<file path="config.mk">
export PLATFORM = sky130hd
export DESIGN_NAME = gen_seq2d
export DESIGN_NICKNAME = d
export VERILOG_FILES = /design/src/rtl/gen_seq_pkg.sv /design/src/rtl/seq_axis_cnt.sv /design/src/rtl/gen_seq2d.sv
export SDC_FILE = /design/constraint.sdc
export NUM_CORES = 1
export LEC_CHECK = 0
export BUFFER_PORTS_ARGS = -buffer_cell sky130_fd_sc_hd__buf_2
export CAP_MARGIN = 20
export CELL_PAD_IN_SITES_DETAIL_PLACEMENT = 1
export CELL_PAD_IN_SITES_GLOBAL_PLACEMENT = 2
export CORE_AREA = 3 3 232 234
export CTS_CLUSTER_DIAMETER = 120
export DETAILED_ROUTE_END_ITERATION = 8
export DIE_AREA = 0 0 235 237
export GPL_TIMING_DRIVEN = 0
export HOLD_SLACK_MARGIN = 0.15
export PLACE_DENSITY_LB_ADDON = 0.2
export RECOVER_POWER = 25
export SLEW_MARGIN = 20
export SYNTH_ARGS = -nofsm -noshare
export SYNTH_HDL_FRONTEND = slang
export SYNTH_HIERARCHICAL = 1
export SYNTH_SLANG_ARGS = --single-unit
</file>
<file path="constraint.sdc">
create_clock -name clk -period 13.65 [get_ports clk]
set_clock_uncertainty 0.1 [all_clocks]
set_input_delay 1.365 -clock clk [delete_from_list [all_inputs] [get_ports clk]]
set_output_delay 1.365 -clock clk [all_outputs]
set_load 0.02 [all_outputs]
</file>
<file path="src/rtl/gen_seq_pkg.sv">
// Shared flag bit positions and FSM encoding for the stream sequence generators.
// Pure declarations: no logic, no latency, no backpressure.
package gen_seq_pkg;

  localparam int MF_AGAIN = 3;
  localparam int MF_FIRST = 2;
  localparam int MF_LAST  = 1;
  localparam int MF_VLD   = 0;

  localparam int SF_ABT = 1;
  localparam int SF_BSY = 0;

  typedef enum logic {
    ST_IDLE = 1'b0,
    ST_RUN  = 1'b1
  } state_e;

endpackage

</file>
<file path="src/rtl/seq_axis_cnt.sv">
// One count dimension: config snapshot on load, then step or rewind; value is registered.
// at_end is combinational from the registered value; the parent stalls by withholding step/rewind.
module seq_axis_cnt #(
  parameter int W = 32
) (
  input  logic         clk,
  input  logic         rst,
  input  logic         load,
  input  logic         step,
  input  logic         rewind,
  input  logic [W-1:0] cfg_ini,
  input  logic [W-1:0] cfg_inc,
  input  logic [W-1:0] cfg_max,
  output logic [W-1:0] val,
  output logic         at_end
);

  logic [W-1:0] ini_q, ini_d;
  logic [W-1:0] inc_q, inc_d;
  logic [W-1:0] max_q, max_d;
  logic [W-1:0] val_q, val_d;
  logic [W:0]   sum;

  always_comb begin
    ini_d = ini_q;
    inc_d = inc_q;
    max_d = max_q;
    val_d = val_q;
    if (load) begin
      ini_d = cfg_ini;
      inc_d = cfg_inc;
      max_d = cfg_max;
      val_d = cfg_ini;
    end else if (step) begin
      val_d = val_q + inc_q;
    end else if (rewind) begin
      val_d = ini_q;
    end
  end

  always_ff @(posedge clk) begin
    if (rst) begin
      ini_q <= '0;
      inc_q <= '0;
      max_q <= '0;
      val_q <= '0;
    end else begin
      ini_q <= ini_d;
      inc_q <= inc_d;
      max_q <= max_d;
      val_q <= val_d;
    end
  end

  // One extra bit so a wrapping step still reads as past the limit.
  always_comb begin
    sum    = {1'b0, val_q} + {1'b0, inc_q};
    at_end = (inc_q == '0) || (sum > {1'b0, max_q});
  end

  assign val = val_q;

endmodule

</file>
<file path="src/rtl/gen_seq2d.sv">
// 2-D inner/outer count sequence started by an upstream trigger; first beat 1 cycle after trigger.
// Holds while downstream is busy; abort forces idle next cycle; triggers only taken when cu_bsy=0.
module gen_seq2d
  import gen_seq_pkg::*;
#(
  parameter int W = 32
) (
  input  logic         clk,
  input  logic         rst,
  input  logic [W-1:0] cfg_ini0,
  input  logic [W-1:0] cfg_inc0,
  input  logic [W-1:0] cfg_max0,
  input  logic [W-1:0] cfg_ini1,
  input  logic [W-1:0] cfg_inc1,
  input  logic [W-1:0] cfg_max1,
  input  logic [W-1:0] uc_d0,
  input  logic [3:0]   uc_mflags,
  output logic [1:0]   cu_sflags,
  output logic [W-1:0] cd_d0,
  output logic [W-1:0] cd_d1,
  output logic         cd_eol,
  output logic [3:0]   cd_mflags,
  input  logic [1:0]   dc_sflags
);

  state_e state_q, state_d;
  logic   first_q, first_d;
  logic   run, trig, acc, dc_abt, dc_bsy, cu_bsy, take;
  logic   inner_end, outer_end, seq_last;
  logic   step_i, rewind_i;
  logic   unused_ok;

  assign unused_ok = ^{uc_d0, uc_mflags[MF_LAST]};

  assign dc_abt   = dc_sflags[SF_ABT];
  assign dc_bsy   = dc_sflags[SF_BSY];
  assign run      = (state_q == ST_RUN);
  assign trig     = uc_mflags[MF_VLD] & uc_mflags[MF_FIRST] & ~uc_mflags[MF_AGAIN];
  assign acc      = run & ~dc_bsy;
  assign seq_last = run & inner_end & outer_end;
  assign cu_bsy   = dc_abt | (run & ~(acc & seq_last));
  assign take     = trig & ~cu_bsy;
  assign step_i   = acc & ~dc_abt & ~inner_end;
  assign rewind_i = acc & ~dc_abt & inner_end & ~outer_end;

  seq_axis_cnt #(.W(W)) u_inner (
    .clk     (clk),
    .rst     (rst),
    .load    (take),
    .step    (step_i),
    .rewind  (rewind_i),
    .cfg_ini (cfg_ini0),
    .cfg_inc (cfg_inc0),
    .cfg_max (cfg_max0),
    .val     (cd_d0),
    .at_end  (inner_end)
  );

  seq_axis_cnt #(.W(W)) u_outer (
    .clk     (clk),
    .rst     (rst),
    .load    (take),
    .step    (rewind_i),
    .rewind  (1'b0),
    .cfg_ini (cfg_ini1),
    .cfg_inc (cfg_inc1),
    .cfg_max (cfg_max1),
    .val     (cd_d1),
    .at_end  (outer_end)
  );

  always_ff @(posedge clk) begin
    if (rst) begin
      state_q <= ST_IDLE;
      first_q <= 1'b0;
    end else begin
      state_q <= state_d;
      first_q <= first_d;
    end
  end

  // Abort outranks both a restart trigger and acceptance of the final beat.
  always_comb begin
    state_d = state_q;
    if (dc_abt) begin
      state_d = ST_IDLE;
    end else if (take) begin
      state_d = ST_RUN;
    end else if (acc && seq_last) begin
      state_d = ST_IDLE;
    end
    first_d = first_q;
    if (take) begin
      first_d = 1'b1;
    end else if (acc) begin
      first_d = 1'b0;
    end
  end

  always_comb begin
    cd_mflags           = '0;
    cd_mflags[MF_AGAIN] = dc_bsy;
    cd_mflags[MF_FIRST] = run & first_q;
    cd_mflags[MF_LAST]  = seq_last;
    cd_mflags[MF_VLD]   = run;
    cd_eol              = run & inner_end;
    cu_sflags           = '0;
    cu_sflags[SF_ABT]   = dc_abt;
    cu_sflags[SF_BSY]   = cu_bsy;
  end

endmodule

</file>
==> impl_metrics.toml, run 1 <==
[clocking]
tritoncts = "yes"
cts_hold_buffers = 0
cts_resized = 0
clk_root_buffer_cell = "sky130_fd_sc_hd__clkbuf_16"
cts.htree.levels = 2
cts.repair_timing.setup_buffer_count = 0
cts_max_path_buffers = 3
clk_pin_slew_ps = 60
cts_sinks = 258
numCtsBuffers = 34
clock_insertion_delay_worst_skew_ps = 560

[yosys]
yosys_register_bits = 258
syn_area_per_cell_um2 = 8.442
syn_inst = 1834
ys_dominant_reg_cell = "sky130_fd_sc_hd__dfxtp_1"
synth_area_um2 = 15480
ys.warnings.count = 6
synth_sequential_area_ratio_pct = 33.36
number_of_flops_mapped_to_enable_cells_by_yosys = 0
synth-async-reset-ratio_pct = 0
synth.distinct_cells = 76

[place]
place_congestion = 0.8990
detailedPlacementHpwl_um = 51930
numPlacedInstances = 2794
dpl_worst_slack_ps = 5940
detailed_place.area_um2 = 17700
numPortBuffers = 269

[sta]
timing_worst_slew_pin_value_ps = 1115
period_needed_ps = 7845
final-setup-viol-count = 0
rsz0062_at_grt = "no"
setup_slack_ps = 5805
fmaxAchievable_ghz = 0.1275
fin_crit_sh_pct = 57.47
tns_ps = 0
number_of_hold_violations_in_the_final_report = 0
maxSlewHeadroom_pct = 25.68
slew_violations = 0

[die]
die_area_um2 = 55700
std_cell_rows = 84
placeableCoreArea_um2 = 52240
fp.dieW_um = 235
start_util_pct = 29.64
boundaryPins = 303
die_h_um = 237

[setup_path]
worstSetupPathType = "reg2reg"
start_point_of_the_critical_path = "u_inner/val[8]"
crit_fanout = 10
cp_data_required_time_ps = 14010
critical_path_arrival_ps = 8210
r2r-start = "u_inner/val[8]"
cp-start-kind = "flip-flop"
worstSetupEndpointType = "flip-flop"

[layout]
register_area_um2 = 5165
nNetsFinal = 2504
finalNonFillerCells = 2855
areaGrowthSynthToFinish_pct = 21.23
fin_area_um2 = 18770
multi_input_comb_area_um2 = 9478
n_fill_cell = 6268
layout-drive-gt1-share_pct = 13.20

[pwr]
power_density_nw_per_um2 = 107.7
ir_worst_vdd_mv = 0.07347
leakagePower_nw = 7.765

[grt]
groute.usage.overall_pct = 22.50
grt_pass1_wl_um = 95820
grt_remaining_overflow = 0
grt_pass1_vias = 15140
antenna_found_initial = 2
pin_count_of_the_biggest_net_entering_global_routing = 12

[routing]
route.detailed.wl_per_inst_um = 22.53
vias_per_cell = 5.132
drt_first_iter_violations = 759
num_vias = 14650
drc = 0
postRouteWirelength_um = 64320
firstDrtPassIters = 5
drtAntennaViolNets = 0

[min_path]
timing.hold.worst.class = "reg2reg"
hold_path.startpoint = "u_outer/ini_q[22]"

[flow_run]
maxCapViolCount = 0

[run_status]
run_status = "finished clean"
Yosys cell counts (all sizes together) (11+ instances only):
library cell | number | area, um2
a211oi | 16 | 130.1
a21o | 50 | 375.4
mux2i | 217 | 2172
buf | 34 | 152.7
xnor2 | 40 | 350.3
nor4 | 23 | 143.9
a21oi | 176 | 899.6
o221ai | 16 | 146.4
and3 | 12 | 75.07
nor2 | 235 | 882.1
nand2 | 113 | 424.2
nand3 | 19 | 95.09
clkbuf | 73 | 274.0
nand4 | 28 | 175.2
o211ai | 12 | 90.09
nand2b | 12 | 82.58
nor2b | 13 | 81.33
o21ai | 78 | 394.1
xor2 | 18 | 157.7
nor3 | 22 | 110.1
a31oi | 19 | 125.1
inv | 110 | 412.9
a221oi | 11 | 102.6
ha | 128 | 1602
dfxtp | 258 | 5165
placed cells by master (no fill, tap or decap), drive strengths merged, types with 12 or more instances in the layout:
cell / instances
xnor2: 40
ha: 128
clkbuf: 192
o211ai: 12
nand3: 19
o21ai: 78
xor2: 18
nor4: 23
mux2i: 217
nor2: 235
nand2b: 12
buf: 233
a31oi: 19
dfxtp: 258
inv: 110
a211oi: 16
a21oi: 176
nand4: 28
nor3: 22
o221ai: 16
a21o: 50
and3: 12
nand2: 113
nor2b: 13
metrics by stage:
| stage | util (%) | hold slack (ps) | power [mW] |
|---|---|---|---|
| floorplan | - | 342.6 | 0.9700 |
| global placement | 33.89 | 353.5 | 1.097 |
| detailed placement | 33.89 | 360.9 | 1.103 |
| CTS | 36.10 | 370.5 | 2.053 |
| global route | 35.93 | 391.7 | 2.114 |
| finish | 35.93 | 371.5 | 2.021 |
sequential cells by signal, summed over array words and instances, names as in the netlist, 32 cells and up:
signal / count
u_inner/val: 32
u_inner/inc_q: 32
u_outer/inc_q: 32
u_outer/ini_q: 32
u_inner/max_q: 32
u_outer/val: 32
u_inner/ini_q: 32
u_outer/max_q: 32
where the power goes:
part	switching [mW]	internal (mW)	leakage (nW)
Clock	0.368	0.567	0.566
Combinational	0.186	0.106	5.11
Sequential	0.0205	0.774	2.09
worst max-delay path, cell delays in order, from the launching register on:
cell and delay [ps]:
sky130_fd_sc_hd__dfxtp_1 330, sky130_fd_sc_hd__ha_1 390, sky130_fd_sc_hd__a21oi_1 110, sky130_fd_sc_hd__o21ai_0 310
sky130_fd_sc_hd__a21oi_1 120, sky130_fd_sc_hd__o21ai_0 660, sky130_fd_sc_hd__a21oi_1 240, sky130_fd_sc_hd__o21bai_1 380
sky130_fd_sc_hd__xnor2_1 170, sky130_fd_sc_hd__ha_1 300, sky130_fd_sc_hd__and4_1 310, sky130_fd_sc_hd__nand2_1 110
sky130_fd_sc_hd__nor3_1 550, sky130_fd_sc_hd__a22oi_1 320, sky130_fd_sc_hd__nand2_1 190, sky130_fd_sc_hd__a211oi_1 80
sky130_fd_sc_hd__o21ai_0 290, sky130_fd_sc_hd__nand3b_1 220, sky130_fd_sc_hd__a211o_1 350, sky130_fd_sc_hd__inv_1 100
sky130_fd_sc_hd__clkbuf_1 460, sky130_fd_sc_hd__clkbuf_1 600, sky130_fd_sc_hd__buf_1 630, sky130_fd_sc_hd__nand2_1 240
sky130_fd_sc_hd__a21oi_1 180
metal layers:
| metal | global-route usage [%] | wire [um] | vias to the layer above |
|---|---|---|---|
| met2 | 34.11 | 27060 | 344 |
| met5 | 0 | 11 | - |
| met3 | 4.007 | 3291 | 76 |
| met1 | 32.98 | 32550 | 7076 |
| met4 | 5.379 | 1414 | 2 |
| li1 | - | - | 7155 |
kinds of logic (layout without fill, tap and decap cells):
kind of cell | Yosys count | in the layout | synth area share (%)
XOR/XNOR | 58 | 58 | 3.281
multiplexers | 219 | 219 | 14.17
buffers and inverters | 220 | 549 | 5.495
other | 1 | 5 | 0.02422
AND/OR/NAND/NOR | 507 | 507 | 14.80
AO/OA/AOI/OAI | 441 | 441 | 18.26
flip-flops | 258 | 258 | 33.36
adder cells (fa/ha/maj) | 130 | 130 | 10.60
area by class of cell:
cell class	instances	area share [%]
multi-input cells	1359	50.50
flip-flops and latches	258	27.52
repair buffers	269	6.726
clock buffers	49	5.320
well taps	688	4.586
inverters	113	2.260
plain buffers	107	2.253
clock inverters	11	0.8266
diodes	1	0.01333
worst paths after layout:
check / endpoint / cells after the start / slack, ps
max: u_outer/val[26] / 24 / 5810
min: u_outer/ini_q[22] / 2 / 370
max reg2reg: u_outer/val[26] / 24 / 5810
min reg2reg: u_outer/ini_q[22] / 2 / 370
Note: power is estimated with default switching activity, not from simulation.
==> run 2, diff against run 1 <==
Settings changed: ABC_AREA set to 1, CORE_AREA 3 3 232 234 to 3 3 244 246, DIE_AREA 0 0 235 237 to 0 0 247 249.
Clock period 13.65 ns to 6.6 ns, I/O delays scaled along.
==> impl_metrics.toml, run 2 <==
[layout]
layout_commonest_cell = "sky130_fd_sc_hd__nand2_1"
areaGrowthSynthToFinish_pct = 21.25
n_fill_cell = 7491
finalNonFillerCells = 3522
nNetsFinal = 3095
antennaDiodeCount = 0
mostFrequentLayoutCells = "sky130_fd_sc_hd__nand2_1 (522), sky130_fd_sc_hd__nor2_1 (312), sky130_fd_sc_hd__a21oi_1 (298)"
layout-drive-gt1-share_pct = 12.48

[yosys]
netlist_top_cells_count = "sky130_fd_sc_hd__nand2_1 (521), sky130_fd_sc_hd__nor2_1 (312), sky130_fd_sc_hd__a21oi_1 (298)"
post_synth_main_area_contributors = "sky130_fd_sc_hd__dfxtp_1 (32%), sky130_fd_sc_hd__nand2_1 (12%), sky130_fd_sc_hd__ha_1 (10%), sky130_fd_sc_hd__a21oi_1 (9.3%), sky130_fd_sc_hd__nor2_1 (7.3%)"
yosysMostFrequentCell = "sky130_fd_sc_hd__nand2_1"
synth_fp_nets = 2788
syn_inst = 2426
ys_dominant_reg_cell = "sky130_fd_sc_hd__dfxtp_1"
yosys_register_bits = 258
number_of_flops_mapped_to_enable_cells_by_yosys = 0
netlist.area_leader.share_pct = 32.21
syn_area_per_cell_um2 = 6.609
ys.warnings.count = 6
synth_area_um2 = 16030
synth-async-reset-ratio_pct = 0
synth_sequential_area_ratio_pct = 32.21
yosysTopAreaCell = "sky130_fd_sc_hd__dfxtp_1"
synth.distinct_cells = 44

[grt]
grt_pass1_vias = 18100
groute.usage.overall_pct = 23.57
grt_remaining_overflow = 0
antenna_found_initial = 0
grt_pass1_wl_um = 109100
pin_count_of_the_biggest_net_entering_global_routing = 12

[routing]
firstDrtPassIters = 4
drtAntennaViolNets = 0
vias_per_cell = 4.949
postRouteWirelength_um = 74360
num_vias = 17430
route.detailed.wl_per_inst_um = 21.11
drt_first_iter_violations = 782
drc = 0

[pwr]
clock_power_share_pct = 44.9
leakagePower_nw = 8.797
swShare_pct = 30.23
combinational_share_of_power_pct = 16.8
power_density_nw_per_um2 = 224.8
power.share.sequential_pct = 38.3
ir_worst_vdd_mv = 0.1541
internal-power_mw = 3.049
power_switching_mw = 1.321

[setup_path]
cp_data_required_time_ps = 6930
worst_path_max_delay_cell = "sky130_fd_sc_hd__nor3_4"
worstSetupEndpointType = "flip-flop"
path_delay_family = "simple AND/OR/NAND/NOR gates"
critPathMaxStageDelay_ps = 580
worst_r2r_path_cells = 29
critical_path_arrival_ps = 6550
cp-start-kind = "flip-flop"
crit_fanout = 10
crit-reg2reg-capture = "u_inner/val[30]"
critical_path.most_common_cell = "sky130_fd_sc_hd__nand2_1"
r2r_slack_ps = 380
r2r-start = "u_inner/val[13]"
worstSetupPathType = "reg2reg"
timing.critical_path.buf_inv = 4

[sta]
rsz0062_at_grt = "no"
fin_crit_sh_pct = 94.28
hold-worst-slack_ps = 210.7
final-setup-viol-count = 0
timing_worst_slew_pin_value_ps = 860.4
setup_slack_ps = 377.5
tns_ps = 0
number_of_hold_violations_in_the_final_report = 0
fmaxAchievable_ghz = 0.1607
period_needed_ps = 6222
slew_violations = 0
maxSlewHeadroom_pct = 42.64

[clocking]
cts.repair_timing.setup_buffer_count = 0
cts_sinks = 258
clock_insertion_delay_worst_skew_ps = 560
clk_root_buffer_cell = "sky130_fd_sc_hd__clkbuf_16"
numCtsBuffers = 36
cts.htree.levels = 2
clk_pin_slew_ps = 60
cts_max_path_buffers = 3
tritoncts = "yes"

[place]
dpl_worst_slack_ps = 108.2
detailedPlacementHpwl_um = 62080
numPlacedInstances = 3460
numPortBuffers = 269
place_congestion = 0.9161

[die]
start_util_pct = 27.84
placeableCoreArea_um2 = 57590
die_h_um = 249
boundaryPins = 303
die_area_um2 = 61500
std_cell_rows = 88
fp.dieW_um = 247

[min_path]
timing.hold.worst.class = "in2reg"
hold_path.startpoint = "dc_sflags[1]"
hold-path-endpoint = "run"
min_path_cells = 2

[run_status]
run_status = "finished clean"

[flow_run]
maxCapViolCount = 0
## run 2: changes by cell type in the layout (fill, tap and decap cells not counted), moves of 13 or more
cell / before / now
sky130_fd_sc_hd__o221ai_1: 15 / 1
sky130_fd_sc_hd__nor2_1: 235 / 312
sky130_fd_sc_hd__a21oi_1: 173 / 298
sky130_fd_sc_hd__nor2b_1: 13 / 0
sky130_fd_sc_hd__nand2_2: 0 / 28
sky130_fd_sc_hd__a21o_1: 50 / 9
sky130_fd_sc_hd__nand3_1: 19 / 79
sky130_fd_sc_hd__o21ai_1: 2 / 16
sky130_fd_sc_hd__xnor2_1: 40 / 13
sky130_fd_sc_hd__nand2_1: 113 / 522
sky130_fd_sc_hd__a21oi_2: 2 / 15
sky130_fd_sc_hd__mux2i_1: 217 / 0
sky130_fd_sc_hd__inv_1: 110 / 246
sky130_fd_sc_hd__o21ai_0: 75 / 229
## run 2: cell type report
type	instances	area, um2	area share (%)
plain buffers	110	446.7	2.298
inverters	251	945.9	4.866
flip-flops and latches	258	5165	26.57
clock inverters	10	143.9	0.7401
multi-input cells	1807	9503	48.88
repair buffers	269	1259	6.474
clock buffers	52	1021	5.252
well taps	765	957.2	4.923
## run 2: kinds of logic after synthesis
kind of cell | Yosys count | share of synthesized area (%)
AO/OA/AOI/OAI | 625 | 20.83
AND/OR/NAND/NOR | 1022 | 26.44
XOR/XNOR | 29 | 1.584
adder cells (fa/ha/maj) | 130 | 10.24
buffers and inverters | 361 | 8.670
flip-flops | 258 | 32.21
other | 1 | 0.02339
## run 2: stage by stage
step                      util [%]  cell area (um2)  total power, mW
after floorplan                  -            16030            2.108
after global placement       31.84            18340            2.432
after detailed placement     31.84            18340            2.449
after CTS                    33.87            19500            4.446
after global routing         33.76            19440            4.590
final                        33.76            19440            4.370
## run 2: what timing repair did
action                     4_1_cts  5_1_grt
setup endpoints to repair        0       54
resized for setup                0        8
hold buffers                     0        0
## run 2: worst max path at each step
| stage | start | to | slack (ps) | cells after the start |
|---|---|---|---|---|
| 2_1_floorplan | u_outer/val[0] | u_outer/inc_q[23] | 2290 | 35 |
| 3_3_place_gp | u_outer/val[0] | u_inner/val[30] | 120 | 34 |
| 3_5_place_dp | u_outer/val[0] | u_inner/val[30] | 110 | 34 |
| 4_1_cts | u_outer/val[0] | u_inner/val[30] | 40 | 34 |
| 5_1_grt | u_outer/val[0] | u_outer/inc_q[17] | 40 | 35 |
| 6_report | u_inner/val[13] | u_inner/val[30] | 380 | 29 |
## run 2: power by group through the flow
| stage | combinational, mW | clock [mW] | sequential [mW] |
|---|---|---|---|
| floorplan | 0.407 | 0 | 1.70 |
| global placement | 0.726 | 0 | 1.71 |
| detailed placement | 0.742 | 0 | 1.71 |
| CTS | 0.746 | 2.03 | 1.67 |
| global route | 0.819 | 2.09 | 1.68 |
| finish | 0.734 | 1.96 | 1.67 |
## run 2: layer usage
metal / global-route usage, % / part of all wire (%) / up-vias
li1: - / - / 8598
met1: 26.83 / 40 / 8364
met2: 44.34 / 52 / 353
met3: 2.842 / 3.9 / 114
met4: 8.906 / 3.8 / 0
met5: 0 / 0 / -
